<file path="src/rtl/dll_ctrl_pkg.sv">
// Shared definitions for the DLL lock controller.
// - dll_state_e : FSM state encoding, also driven out on the 3-bit state port
// - DEF_*       : default parameter values used by dll_lock_ctrl and dll_settle_timer
package dll_ctrl_pkg;

  typedef enum logic [2:0] {
    ST_IDLE   = 3'd0,
    ST_SETTLE = 3'd1,
    ST_COARSE = 3'd2,
    ST_FINE   = 3'd3,
    ST_LOCKED = 3'd4,
    ST_FAULT  = 3'd5
  } dll_state_e;

  localparam int DEF_CODE_W      = 8;
  localparam int DEF_INIT_CODE   = 128;
  localparam int DEF_COARSE_STEP = 8;
  localparam int DEF_SETTLE_CYC  = 4;
  localparam int DEF_LOCK_CNT    = 8;
  localparam int DEF_UNLOCK_RUN  = 4;

endpackage

</file>
<file path="src/rtl/dll_settle_timer.sv">
// Settle-wait counter for the DLL lock controller.
// Ports:
//   clk   - clock
//   rst   - synchronous active-high reset
//   start - pulse on the cycle the FSM enters SETTLE (reloads the count)
//   done  - high on the last of the SETTLE_CYC cycles spent waiting
module dll_settle_timer
  import dll_ctrl_pkg::*;
#(
  parameter int SETTLE_CYC = DEF_SETTLE_CYC
) (
  input  logic clk,
  input  logic rst,
  input  logic start,
  output logic done
);

  localparam int CW = (SETTLE_CYC < 2) ? 1 : $clog2(SETTLE_CYC + 1);

  logic [CW-1:0] cnt_q, cnt_d;

  always_comb begin
    cnt_d = cnt_q;
    if (start) begin
      cnt_d = CW'(SETTLE_CYC);
    end else if (cnt_q != '0) begin
      cnt_d = cnt_q - CW'(1);
    end
  end

  always_ff @(posedge clk) begin
    if (rst) begin
      cnt_q <= '0;
    end else begin
      cnt_q <= cnt_d;
    end
  end

  // Count value 1 marks the final waiting cycle; a zero-length setting
  // still yields a one-cycle SETTLE.
  assign done = (cnt_q <= CW'(1));

endmodule

</file>
<file path="src/rtl/dll_lock_ctrl.sv">
// DLL lock controller: coarse search, fine +/-1 tracking, lock/unlock
// detection and saturation fault handling, driven by a registered
// phase-detector output.
// Ports:
//   clk        - clock
//   rst        - synchronous active-high reset
//   en         - loop enable; low forces IDLE and reloads INIT_CODE
//   pd_up      - phase detector (1 = increase delay, 0 = decrease)
//   delay_code - delay-line control code (registered)
//   locked     - lock indication (registered)
//   fault      - sticky saturation fault (registered)
//   state      - current FSM state encoding (registered)
module dll_lock_ctrl
  import dll_ctrl_pkg::*;
#(
  parameter int CODE_W      = DEF_CODE_W,
  parameter int INIT_CODE   = DEF_INIT_CODE,
  parameter int COARSE_STEP = DEF_COARSE_STEP,
  parameter int SETTLE_CYC  = DEF_SETTLE_CYC,
  parameter int LOCK_CNT    = DEF_LOCK_CNT,
  parameter int UNLOCK_RUN  = DEF_UNLOCK_RUN
) (
  input  logic              clk,
  input  logic              rst,
  input  logic              en,
  input  logic              pd_up,
  output logic [CODE_W-1:0] delay_code,
  output logic              locked,
  output logic              fault,
  output logic [2:0]        state
);

  localparam int CW1 = CODE_W + 1;
  localparam int RW  = $clog2(LOCK_CNT + 1);
  localparam int UW  = $clog2(UNLOCK_RUN + 1);
  localparam logic [CODE_W-1:0] CODE_INIT = CODE_W'(INIT_CODE);
  localparam logic [CODE_W-1:0] CODE_MAX  = '1;

  dll_state_e        state_q, state_d;
  dll_state_e        tgt_q, tgt_d;
  logic [CODE_W-1:0] code_q, code_d;
  logic              locked_q, locked_d;
  logic              fault_q, fault_d;
  logic              prev_q, prev_d;
  logic              have_prev_q, have_prev_d;
  logic [RW-1:0]     rev_q, rev_d;
  logic [UW-1:0]     run_q, run_d;

  logic              settle_start, settle_done;
  logic [CW1-1:0]    up_sum;
  logic [CODE_W-1:0] coarse_up, coarse_dn, coarse_next, fine_next;
  logic              sat_hit, coarse_rev;
  logic [UW-1:0]     run_len;

  dll_settle_timer #(
    .SETTLE_CYC(SETTLE_CYC)
  ) u_settle (
    .clk  (clk),
    .rst  (rst),
    .start(settle_start),
    .done (settle_done)
  );

  always_comb begin
    up_sum      = {1'b0, code_q} + CW1'(COARSE_STEP);
    coarse_up   = up_sum[CODE_W] ? CODE_MAX : up_sum[CODE_W-1:0];
    coarse_dn   = ({1'b0, code_q} < CW1'(COARSE_STEP)) ? '0 : code_q - CODE_W'(COARSE_STEP);
    coarse_next = pd_up ? coarse_up : coarse_dn;
    fine_next   = pd_up ? code_q + CODE_W'(1) : code_q - CODE_W'(1);
    sat_hit     = (code_q == CODE_MAX && pd_up) || (code_q == '0 && !pd_up);
    coarse_rev  = have_prev_q && (pd_up != prev_q);
    // Length of the current same-direction run; the first LOCKED sample
    // always starts a run of one because run_q is cleared on entry.
    run_len     = (pd_up == prev_q) ? run_q + UW'(1) : UW'(1);
  end

  always_comb begin
    state_d     = state_q;
    tgt_d       = tgt_q;
    code_d      = code_q;
    locked_d    = locked_q;
    fault_d     = fault_q;
    prev_d      = prev_q;
    have_prev_d = have_prev_q;
    rev_d       = rev_q;
    run_d       = run_q;

    if (!en) begin
      state_d     = ST_IDLE;
      tgt_d       = ST_COARSE;
      code_d      = CODE_INIT;
      locked_d    = 1'b0;
      fault_d     = 1'b0;
      prev_d      = 1'b0;
      have_prev_d = 1'b0;
      rev_d       = '0;
      run_d       = '0;
    end else begin
      case (state_q)
        ST_IDLE: begin
          state_d = ST_SETTLE;
          tgt_d   = ST_COARSE;
          code_d  = CODE_INIT;
        end
        ST_SETTLE: begin
          if (settle_done) state_d = tgt_q;
        end
        ST_COARSE, ST_FINE, ST_LOCKED: begin
          if (sat_hit) begin
            state_d  = ST_FAULT;
            fault_d  = 1'b1;
            locked_d = 1'b0;
          end else begin
            state_d     = ST_SETTLE;
            prev_d      = pd_up;
            have_prev_d = 1'b1;
            case (state_q)
              ST_COARSE: begin
                if (coarse_rev) begin
                  code_d = fine_next;
                  tgt_d  = ST_FINE;
                  rev_d  = '0;
                end else begin
                  code_d = coarse_next;
                  tgt_d  = ST_COARSE;
                end
              end
              ST_FINE: begin
                code_d = fine_next;
                tgt_d  = ST_FINE;
                if (pd_up != prev_q) begin
                  if (rev_q == RW'(LOCK_CNT - 1)) begin
                    tgt_d    = ST_LOCKED;
                    locked_d = 1'b1;
                    rev_d    = '0;
                    run_d    = '0;
                  end else begin
                    rev_d = rev_q + RW'(1);
                  end
                end else begin
                  rev_d = '0;
                end
              end
              default: begin
                code_d = fine_next;
                if (run_len == UW'(UNLOCK_RUN)) begin
                  tgt_d    = ST_FINE;
                  locked_d = 1'b0;
                  rev_d    = '0;
                  run_d    = '0;
                end else begin
                  tgt_d = ST_LOCKED;
                  run_d = run_len;
                end
              end
            endcase
          end
        end
        default: ; // FAULT holds everything until en drops
      endcase
    end
  end

  assign settle_start = (state_d == ST_SETTLE) && (state_q != ST_SETTLE);

  always_ff @(posedge clk) begin
    if (rst) begin
      state_q     <= ST_IDLE;
      tgt_q       <= ST_COARSE;
      code_q      <= CODE_INIT;
      locked_q    <= 1'b0;
      fault_q     <= 1'b0;
      prev_q      <= 1'b0;
      have_prev_q <= 1'b0;
      rev_q       <= '0;
      run_q       <= '0;
    end else begin
      state_q     <= state_d;
      tgt_q       <= tgt_d;
      code_q      <= code_d;
      locked_q    <= locked_d;
      fault_q     <= fault_d;
      prev_q      <= prev_d;
      have_prev_q <= have_prev_d;
      rev_q       <= rev_d;
      run_q       <= run_d;
    end
  end

  assign delay_code = code_q;
  assign locked     = locked_q;
  assign fault      = fault_q;
  assign state      = state_q;

endmodule

</file>
<file path="config.mk">
export PLATFORM = sky130hd
export DESIGN_NAME = dll_lock_ctrl
export DESIGN_NICKNAME = d
export VERILOG_FILES = /design/src/rtl/dll_ctrl_pkg.sv /design/src/rtl/dll_settle_timer.sv /design/src/rtl/dll_lock_ctrl.sv
export SDC_FILE = /design/constraint.sdc
export NUM_CORES = 1
export LEC_CHECK = 0
export ABC_AREA = 1
export BUFFER_PORTS_ARGS = -buffer_cell sky130_fd_sc_hd__buf_2
export CAP_MARGIN = 15
export CORE_UTILIZATION = 54
export DETAILED_ROUTE_END_ITERATION = 16
export PLACE_DENSITY = 0.77
export SYNTH_ARGS = -nofsm -noshare
export SYNTH_HDL_FRONTEND = slang
export SYNTH_SLANG_ARGS = --single-unit
export TNS_END_PERCENT = 50
</file>
<file path="constraint.sdc">
create_clock -name clk -period 1.5 [get_ports clk]
set_input_delay 0.15 -clock clk [delete_from_list [all_inputs] [get_ports clk]]
set_output_delay 0.15 -clock clk [all_outputs]
set_load 0.02 [all_outputs]
</file>
==> metrics.md, run 1 <==
| Metric | Value |
|---|---|
| RSZ-0062 raised after global routing | yes |
| Post-synthesis net count | 368 |
| Routed WL | 5930 um |
| Synth area leaders | dfxtp_1, nand2_1, nand3_1 |
| Status | finished clean |
| Top Ports | 17 |
| TritonCTS clock tree | built |
| Antenna Diode Count | 0 |
| Post-Syn Area | 2230 um2 |
| I/O Buffers | 16 |
| Clock Root Buffer | clkbuf_8 |
| Worst hold path class | in -> reg |
| Total power | 0.00201 W |
| Clock sink count | 28 |
| Cell family contributing the most delay on the critical path | simple AND/OR/NAND/NOR gates |
| Post-synthesis sequential area ratio | 25.1% |
| Via density | 5.35 |
| Share of the synthesized area in the top cell type | 25.1% |
| Dpl hpwl | 4180 um |
| Vias in the first global route | 2,220 |
| Wire per inst | 13.3 um |
| Critical path buffers and inverters | 1 |
| Fin area | 2870 um2 |
| Clk_skew | 0.00329 ns |
| Filler cells | 313 |
| Placed Cells | 438 |
| P&R area growth vs syn | 28.7% |
| Post-synth EDFFs | 0 |
| Synthesized instance count | 349 |
| DRC | 0 |
| Commonest cells post-synth | nand2_1, inv_1, nand3_1, nor2_1, dfxtp_1 |
| Full die area | 4400 um2 |
| Startpoint types | register |
| Num CTS Buffers | 3 |
| Vias | 2,393 |
| CP Capture Type | register |
| Tot GR Track Use | 27.6% |
| Die height | 66.3 um |
| Setup violators final | 0 |
| Post-Layout Cell Count | 447 |
| Final slew viol count | 0 |
| Ratio of cells with drive above 1 in the final layout | 34.3% |
| H-tree lvl count | 1 |
| Crit path kind | reg -> reg |
| Maximum fanout along the worst path | 5 |
| Initial antenna violation count | 0 |
| Layout net count | 417 |
| #FFs+latches synth | 28 |
| Initial DRC Count | 225 |
| Initial Util | 56.2% |
| Power Dens Cells | 699 nW/um2 |
| Largest net degree at the start of global routing | 16 |
| Asr flop ratio synth | 0% |
| Core Rows | 23 |
| Post-synthesis cell type count | 36 |
| Average size of a mapped cell | 6.40 um2 |
| VDD IR max | 0.000762 V |
| Placeable core area | 3970 um2 |
| Achievable frequency | 668 MHz |
| Drt pass-1 iters | 4 |
| Req. time, crit path | 1.68 ns |
| Final Cycle Share | 99.8% |
| CP Data Arrival Time | 1.67 ns |
| RD Place Congestion | 0.905 |
| Worst-Margin Slew | 0.237 ns |
| Top-count cell post-synth | nand2_1 |
| Final Hold Fails | 0 |
| P_leak | 1.32 nW |
| First-pass GRT wire length | 9390 um |
| Max cap viols | 0 |
| Max Root-Sink Buffers | 2 |
| Yosys top cell by area | dfxtp_1 |
| Post-DRT Antenna Nets | 0 |
| Synth warn | 0 |
| Normalized max-slew margin | 84.1% |
| Slowest cell on the critical path | dfxtp_2 |
| Top_reg_cell synth | dfxtp_1 |
| Reg clk slew, reported paths | 0.10 ns |
| DIE WIDTH | 66.3 um |
| Worst path cell trace | ha_4, inv_2, nand2_2, nand2_2, nand4_1, nand2_1, nand2_2, nor2_4, nand2_1, nand2_1, nor2_1 |
| Worst path max stage delay | 0.35 ns |
| Worst-Skew Late Latency | 0.28 ns |
| GRT Residual Overflow | 0 |
| Fin worst setup slack | 0.00299 ns |
| Final min period | 1.50 ns |
| Placement Setup Slack | -0.0513 ns |
| Placed cell areas | 2580 um2 |
[worst reg2reg max path, cell delays in order (launching register included)]
cell and delay, ns:
dfxtp_2 0.35, ha_4 0.16, inv_2 0.05, nand2_2 0.04, nand2_2 0.07, nand4_1 0.16, nand2_1 0.15, nand2_2 0.08
nor2_4 0.16, nand2_1 0.07, nand2_1 0.06, nor2_1 0.04
[through the flow]
step	utilization (%)	hold WS, ns	setup TNS, ns
6_report	72.4	0.0772	0
5_1_grt	72.4	0.0845	-1.63
4_1_cts	68.0	0.0824	0
3_5_place_dp	65.0	0.383	-0.117
3_3_place_gp	65.0	0.381	0
2_1_floorplan	-	0.219	-0.0249
[layout make-up]
| class | instances | area [um2] | area share, % |
|---|---|---|---|
| Inverter | 52 | 210 | 7.31 |
| Sequential cell | 28 | 594 | 20.7 |
| Timing Repair Buffer | 49 | 344 | 12.0 |
| Multi-Input combinational cell | 264 | 1610 | 55.9 |
| Clock buffer | 4 | 55.1 | 1.92 |
| Tap cell | 50 | 62.6 | 2.18 |
[placed cells by master, fill, tap and decap left out, types with 2 or more instances in the layout]
cell type / instances
nand2_1: 88
inv_1: 43
nand3_1: 37
buf_4: 31
nor2_1: 23
nand2_2: 18
buf_2: 16
dfxtp_1: 15
a21oi_1: 13
nor2_2: 10
o21ai_1: 9
o21ai_0: 8
a21oi_2: 8
ha_1: 7
dfxtp_4: 7
ha_4: 6
dfxtp_2: 6
nand3_2: 5
inv_2: 5
nand4_1: 5
nor2_4: 4
clkbuf_8: 4
xor2_1: 3
nand2_4: 3
nand3_4: 2
inv_4: 2
a21oi_4: 2
xnor2_1: 2
[per-layer routing]
layer,GRT usage (%),routed length (um),vias to the layer above
met5,0,0,-
met4,7.18,60,0
met3,3.62,374,6
met2,49.9,3050,68
met1,34.0,2450,1106
li1,-,-,1213
[where the power goes]
group	leakage (nW)	internal [W]	switching (W)	total (W)
Sequential	0.235	0.000786	0.0000481	0.000834
Clock	0.0288	0.000236	0.000248	0.000483
Combinational	1.05	0.000275	0.000416	0.000691
[worst paths after layout]
check                                end  slack, ns  cells after the start  startpoint
worst min register to register     fault       0.47                      2       fault
worst max-delay path            rev_q[3]      0.003                     11    run_q[1]
worst min-delay path            state[1]       0.08                      2         rst
worst max register to register  rev_q[3]      0.003                     11    run_q[1]
[kinds of logic after synthesis]
kind of cell               share of synthesized area [%]
and+or+nand+nor                                     41.1
buffers and inverters                               11.1
adders and majority gates                           8.74
AOI/OAI and AO/OA                                   12.0
xor gates and xnor gates                            1.96
DFF                                                 25.1
[sequential cells by signal (all words and copies together) (netlist names)]
name            cells
delay_code          8
fault               1
have_prev_q         1
locked              1
prev_q              1
rev_q               4
run_q               3
state               3
tgt_q               3
u_settle.cnt_q      3
[what timing repair did]
action | CTS | global route
endpoints found under the setup margin | 13 | 24
setup buffers | 1 | 4
pin swaps | 1 | 16
hold buffers | 0 | 0
resized for setup | 11 | 49
Note: power is estimated with default switching activity, not from simulation.
==> run 2, diff against run 1 <==
Settings changed: BUFFER_PORTS_ARGS -buffer_cell sky130_fd_sc_hd__buf_2 to -buffer_cell sky130_fd_sc_hd__buf_4, TNS_END_PERCENT 50 to unset.
==> metrics.md, run 2 (synthesis gave the netlist of run 1 again) <==
| Metric | Value |
|---|---|
| Status | finished with violations |
| Failing checks | setup timing |
| First-pass GRT wire length | 9250 um |
| Crit path kind | reg -> reg |
| Placement Setup Slack | -0.0400 ns |
| Worst r2r src | delay_code[3] |
| Hold Crit Depth | 2 |
| Maximum fanout along the worst path | 6 |
| Max reg flops | 8 |
| Vias | 2,475 |
| Fin worst setup slack | -0.144 ns |
| Die height | 66.3 um |
| CP Data Arrival Time | 1.88 ns |
| Drt pass-1 iters | 4 |
| Req. time, crit path | 1.74 ns |
| HP Start | rst |
| Final Cycle Share | 110% |
| Clock sink count | 28 |
| Achievable frequency | 608 MHz |
| Tot GR Track Use | 27.4% |
| Post-DRT Antenna Nets | 0 |
| R2R setup slack | -0.14 ns |
| Worst path max stage delay | 0.40 ns |
| Slowest cell on the critical path | dfxtp_4 |
| Num CTS Buffers | 3 |
| Most common cell after layout, fill and taps aside | nand2_1 |
| Full die area | 4400 um2 |
| Worst-Margin Slew | 0.328 ns |
| VDD IR max | 0.000750 V |
| Ratio of cells with drive above 1 in the final layout | 40.2% |
| Most frequent cells in the layout | nand2_1, buf_4, inv_1, nand3_1, nor2_1 |
| Vias in the first global route | 2,153 |
| DIE WIDTH | 66.3 um |
| Via density | 5.44 |
| Dpl hpwl | 4270 um |
| Power Dens Cells | 718 nW/um2 |
| Top Ports | 17 |
| Worst-Skew Late Latency | 0.29 ns |
| Clk_skew | 0.00786 ns |
| Worst hold endpoint | u_settle.cnt_q[2] |
| Clock Root Buffer | clkbuf_8 |
| RSZ-0062 raised after global routing | yes |
| Initial DRC Count | 256 |
| Initial antenna violation count | 0 |
| CP Capture Type | register |
| P_leak | 1.38 nW |
| Final min period | 1.64 ns |
| GR Util met2 | 48.1% |
| Layout net count | 425 |
| Placeable core area | 3970 um2 |
| Worst hold slack | 0.0429 ns |
| Worst hold path class | in -> reg |
| Reg clk slew, reported paths | 0.11 ns |
| I/O Buffers | 16 |
| Max Root-Sink Buffers | 2 |
| GRT busiest layer | met2 |
| Startpoint types | register |
| H-tree lvl count | 1 |
| RD Place Congestion | 0.930 |
| Routed WL | 6440 um |
| Filler cells | 269 |
| Met1 Track Usage GR | 34.1% |
| Largest net degree at the start of global routing | 17 |
| Max cap viols | 0 |
| Worst R2R End | delay_code[7] |
| Path depth of the worst reg2reg path | 10 |
| TritonCTS clock tree | built |
| Met3 Track Usage GR | 3.28% |
| Setup violators final | 14 |
| Worst path cell trace | buf_6, nor2_2, nand2_1, nor2_2, nand2_2, nand3_4, nand2_8, o21ai_0, inv_1, nand2_1 |
| GRT Residual Overflow | 0 |
| DRC | 0 |
| Total power | 0.00223 W |
| Antenna Diode Count | 0 |
| P&R area growth vs syn | 39.2% |
| Core Rows | 23 |
| Setup total negative slack | -0.909 ns |
| Final Hold Fails | 0 |
| Initial Util | 56.2% |
| Final slew viol count | 0 |
| Normalized max-slew margin | 78.0% |
| Wire per inst | 14.2 um |
-- run 2: cell type report --
cell class,count,area [um2],area share (%)
tap,50,62.6,2.01
sequential,28,599,19.3
multi-input combinational,264,1720,55.3
inverter,52,228,7.32
timing repair buffer,57,435,14.0
clock buffer,4,66.3,2.13
-- run 2: stage by stage --
step                      area, um2  instances  utilization (%)
final                          3110        455             78.3
after global routing           3110        455             78.3
after CTS                      2740        446             68.9
after detailed placement       2640        442             66.5
after global placement         2640        442             66.5
after floorplan                2260        349                -
-- run 2: layer usage --
metal  routed length, um  share of wire, %
met3                 466               7.2
met4                 161               2.5
met5                   0                 0
met2                3160                49
met1                2650                41
-- run 2: critical path, delay by kind of cell (launching register included) --
kind                   cells  cell delay, ns
and+or+nand+nor            7            0.79
DFF                        1            0.40
buffers and inverters      2            0.20
AOI/OAI and AO/OA          1            0.20
-- run 2: repair_timing --
action                                  in CTS  in global routing
endpoints found under the setup margin      12                 24
gates resized for setup                      9                 88
hold buffers                                 0                  0
buffers inserted                             0                  9
pin swaps                                    1                 28
cloned                                       0                  0
-- run 2: power breakdown --
group | switching, W | total, W | internal [W] | leakage (nW)
sequential | 0.0000672 | 0.000858 | 0.000791 | 0.236
combinational | 0.000478 | 0.000806 | 0.000328 | 1.11
clock | 0.000277 | 0.000569 | 0.000292 | 0.0339
total | 0.000822 | 0.00223 | 0.00141 | 1.38
-- run 2: worst max path at each step --
| stage | to | start | slack, ns |
|---|---|---|---|
| finish | delay_code[7] | delay_code[3] | -0.14 |
| floorplan | delay_code[4] | delay_code[0] | -0.02 |
| detailed placement | delay_code[4] | delay_code[1] | -0.04 |
| global route | delay_code[7] | delay_code[3] | -0.22 |
| global placement | delay_code[7] | delay_code[5] | -0.02 |
| CTS | delay_code[7] | delay_code[5] | 0.003 |
==> run 3, diff against run 2 <==
Settings changed: ABC_AREA 1 to unset, CTS_CLUSTER_DIAMETER set to 120, PLACE_DENSITY 0.77 to 0.78.
==> metrics.md, run 3 <==
| Metric | Value |
|---|---|
| Status | aborted with a tool error |
| Stopping stage | global routing (5_1_grt) |
| Error msg | [ERROR DPL-0038] Utilization greater than 100%, impossible to legalize |
| Share of the synthesized area in the top cell type | 27.2% |
| Top Ports | 17 |
| Synth warn | 0 |
| Synth area leaders | dfxtp_1, ha_1, a21oi_1 |
| Yosys top cell by area | dfxtp_1 |
| Post-Syn Area | 2060 um2 |
| Max Root-Sink Buffers | 2 |
| WEP type | register input |
| H-tree lvl count | 1 |
| Post-synthesis cell type count | 61 |
| Initial Util | 56.2% |
| Largest net degree at the start of global routing | 20 |
| Asr flop ratio synth | 0% |
| Average size of a mapped cell | 7.89 um2 |
| Post-synth EDFFs | 0 |
| Die height | 63.7 um |
| Core Rows | 22 |
| Worst-path endpoint after global-route repair_timing | rev_q[3]$_SDFFE_PP0P_/D |
| Post-synthesis sequential area ratio | 27.2% |
| Placed cell areas | 2860 um2 |
| I/O Buffers | 16 |
| Dpl hpwl | 4560 um |
| CTS hold repair buffers | 0 |
| DIE WIDTH | 63.7 um |
| Post-synthesis net count | 280 |
| Clock sink count | 28 |
| RD Place Congestion | 0.910 |
| Clock Root Buffer | clkbuf_8 |
| Top-count cell post-synth | dfxtp_1 |
| Num CTS Buffers | 3 |
| Commonest cells post-synth | dfxtp_1, nor2_1, a21oi_1, o21ai_0, nand2_1 |
| Synthesized instance count | 261 |
| Top_reg_cell synth | dfxtp_1 |
| #FFs+latches synth | 28 |
==> run 3: cell families after synthesis <==
group / share of synthesized area (%)
DFF: 27.2
and+or+nand+nor: 27.9
xor gates and xnor gates: 4.19
adders and majority gates: 9.48
buffers and inverters: 5.59
muxes: 1.46
AOI/OAI and AO/OA: 24.1
==> run 3: stage by stage <==
step,TNS [ns],setup slack [ns],cells
floorplan,-2.84,-0.421,261
global placement,-5.76,-0.457,382
detailed placement,-6.96,-0.551,382
CTS,-4.40,-0.418,408
==> run 3: what timing repair did <==
item | CTS
cloned | 1
buffers inserted | 25
pin swaps | 44
resized for setup | 77
setup endpoints to repair | 25
==> run 4, diff against run 3 <==
Settings changed: CORE_UTILIZATION 54 to 40, CTS_CLUSTER_DIAMETER 120 to unset, PLACE_DENSITY 0.78 to unset, PLACE_DENSITY_LB_ADDON set to 0.15.
Clock period 1.5 ns to 2 ns, I/O delays scaled along.
==> metrics.md, run 4 <==
| Metric | Value |
|---|---|
| Most frequent cells in the layout | buf_4, nor2_1, a21oi_1, o21ai_0, dfxtp_1 |
| Post-synthesis cell type count | 61 |
| Initial Util | 42.5% |
| WL met1 | 2650 um |
| TritonCTS clock tree | built |
| Max reg flops | 8 |
| Core Rows | 25 |
| Max cap viols | 0 |
| Initial antenna violation count | 0 |
| Share of the synthesized area in the top cell type | 27.2% |
| Drt pass-1 iters | 4 |
| CP Data Arrival Time | 2.19 ns |
| P_leak | 1.16 nW |
| Worst-Margin Slew | 0.505 ns |
| Setup violators final | 0 |
| Commonest cells post-synth | dfxtp_1, nor2_1, a21oi_1, o21ai_0, nand2_1 |
| Top Ports | 17 |
| Post-DRT Antenna Nets | 0 |
| Average size of a mapped cell | 7.89 um2 |
| Req. time, crit path | 2.22 ns |
| Fin area | 2730 um2 |
| DIE WIDTH | 73.7 um |
| Top Layer Used | met4 |
| Final Hold Fails | 0 |
| Most common cell after layout, fill and taps aside | buf_4 |
| Startpoint types | register |
| Crit path kind | reg -> reg |
| Post-synthesis sequential area ratio | 27.2% |
| Filler cells | 468 |
| P&R area growth vs syn | 32.5% |
| Power Dens Cells | 461 nW/um2 |
| Vias | 2,116 |
| Layout net count | 337 |
| Worst hold slack | 0.106 ns |
| Vias in the first global route | 2,084 |
| Met2 wire len | 2520 um |
| DRC | 0 |
| RSZ-0062 raised after global routing | yes |
| Status | finished clean |
| Post-Syn Area | 2060 um2 |
| Asr flop ratio synth | 0% |
| Post-synthesis net count | 280 |
| Ratio of cells with drive above 1 in the final layout | 32.5% |
| Maximum fanout along the worst path | 2 |
| Antenna Diode Count | 0 |
| Final slew viol count | 0 |
| Clock Root Buffer | clkbuf_8 |
| Placeable core area | 4850 um2 |
| Full die area | 5440 um2 |
| #FFs+latches synth | 28 |
| Clock sink count | 28 |
| Final min period | 1.96 ns |
| Top_reg_cell synth | dfxtp_1 |
| R2R setup slack | 0.04 ns |
| Achievable frequency | 509 MHz |
| Initial DRC Count | 99 |
| Placed cell areas | 2570 um2 |
| Max Root-Sink Buffers | 2 |
| Met3 WL | 188 um |
| Tot GR Track Use | 21.4% |
| Placement Setup Slack | -0.0774 ns |
| Synth area leaders | dfxtp_1, ha_1, a21oi_1 |
| Synthesized instance count | 261 |
| VDD IR max | 0.000339 V |
| CP Capture Type | register |
| Clk_skew | 0.00453 ns |
| Top-count cell post-synth | dfxtp_1 |
| Yosys top cell by area | dfxtp_1 |
| Worst hold path class | in -> reg |
| Post-synth EDFFs | 0 |
| Final Cycle Share | 98.2% |
| Normalized max-slew margin | 66.3% |
| Worst-Skew Late Latency | 0.28 ns |
| Wire per inst | 14.2 um |
| First-pass GRT wire length | 9150 um |
| Num CTS Buffers | 3 |
| Die height | 73.7 um |
| Reg clk slew, reported paths | 0.10 ns |
| Via density | 5.51 |
| GRT Residual Overflow | 0 |
| Routed WL | 5460 um |
| RD Place Congestion | 0.828 |
| Fin worst setup slack | 0.0353 ns |
| Synth warn | 0 |
| Largest net degree at the start of global routing | 20 |
| H-tree lvl count | 1 |
| Dpl hpwl | 4080 um |
| I/O Buffers | 16 |
run 4: cell counts after synthesis:
Identical to the previous run, type by type.
run 4: through the flow:
stage	power (W)	TNS [ns]	utilization, %	instances
final	0.00126	0	56.3	384
after detailed placement	0.000904	-0.187	53.0	376
after floorplan	0.000808	0	-	261
after global routing	0.00133	-0.166	56.3	384
after global placement	0.000902	-0.118	53.0	376
after CTS	0.00127	0	54.3	381
run 4: final cells by class:
type                            instances  area, um2  area share, %
Tap cell                               67       83.8           3.07
Timing Repair Buffer                   64        484           17.8
Inverter                               12       45.0           1.65
Multi-Input combinational cell        209       1480           54.3
Sequential cell                        28        579           21.2
Clock buffer                            4       55.1           2.02
run 4: cell families after synthesis:
group | count (synthesis) | share of synthesized area (%)
AO/OA/AOI/OAI | 77 | 24.1
XOR/XNOR | 9 | 4.19
adder cells (fa/ha/maj) | 15 | 9.48
buffers and inverters | 24 | 5.59
flip-flops | 28 | 27.2
multiplexers | 3 | 1.46
AND/OR/NAND/NOR | 105 | 27.9
run 4: repair_timing:
| item | CTS | global route |
|---|---|---|
| hold buffers | 0 | 0 |
| pin swaps | 4 | 5 |
| endpoints found under the setup margin | 2 | 15 |
| gates resized for setup | 1 | 16 |
| buffers inserted | 1 | 3 |
| cloned | 0 | 0 |
run 4: final timing paths:
path                  from                 to  depth (start not counted)
hold / removal         rst  u_settle.cnt_q[1]                          2
hold reg to reg   rev_q[1]           rev_q[1]                          2
setup / recovery  run_q[0]           rev_q[3]                          7
setup reg to reg  run_q[0]           rev_q[3]                          7
run 4: layer usage:
layer  vias up  track usage [%]
met2        53             36.1
met3         8             2.33
li1       1074                -
met4         0             7.26
met5         -                0
met1       981             28.2
run 4: worst max-delay path: stages, from the launching register on:
cell and delay [ns]:
dfxtp_2 0.37, ha_4 0.16, xor2_4 0.18, nand4b_4 0.11, and2_4 0.15, or3_4 0.36, or4_1 0.42, a21oi_2 0.15
run 4: where the power goes:
group          leakage (nW)  internal [W]  switching [W]
logic                 0.902      0.000140       0.000165
registers             0.231      0.000573      0.0000202
clock network        0.0288      0.000177       0.000182
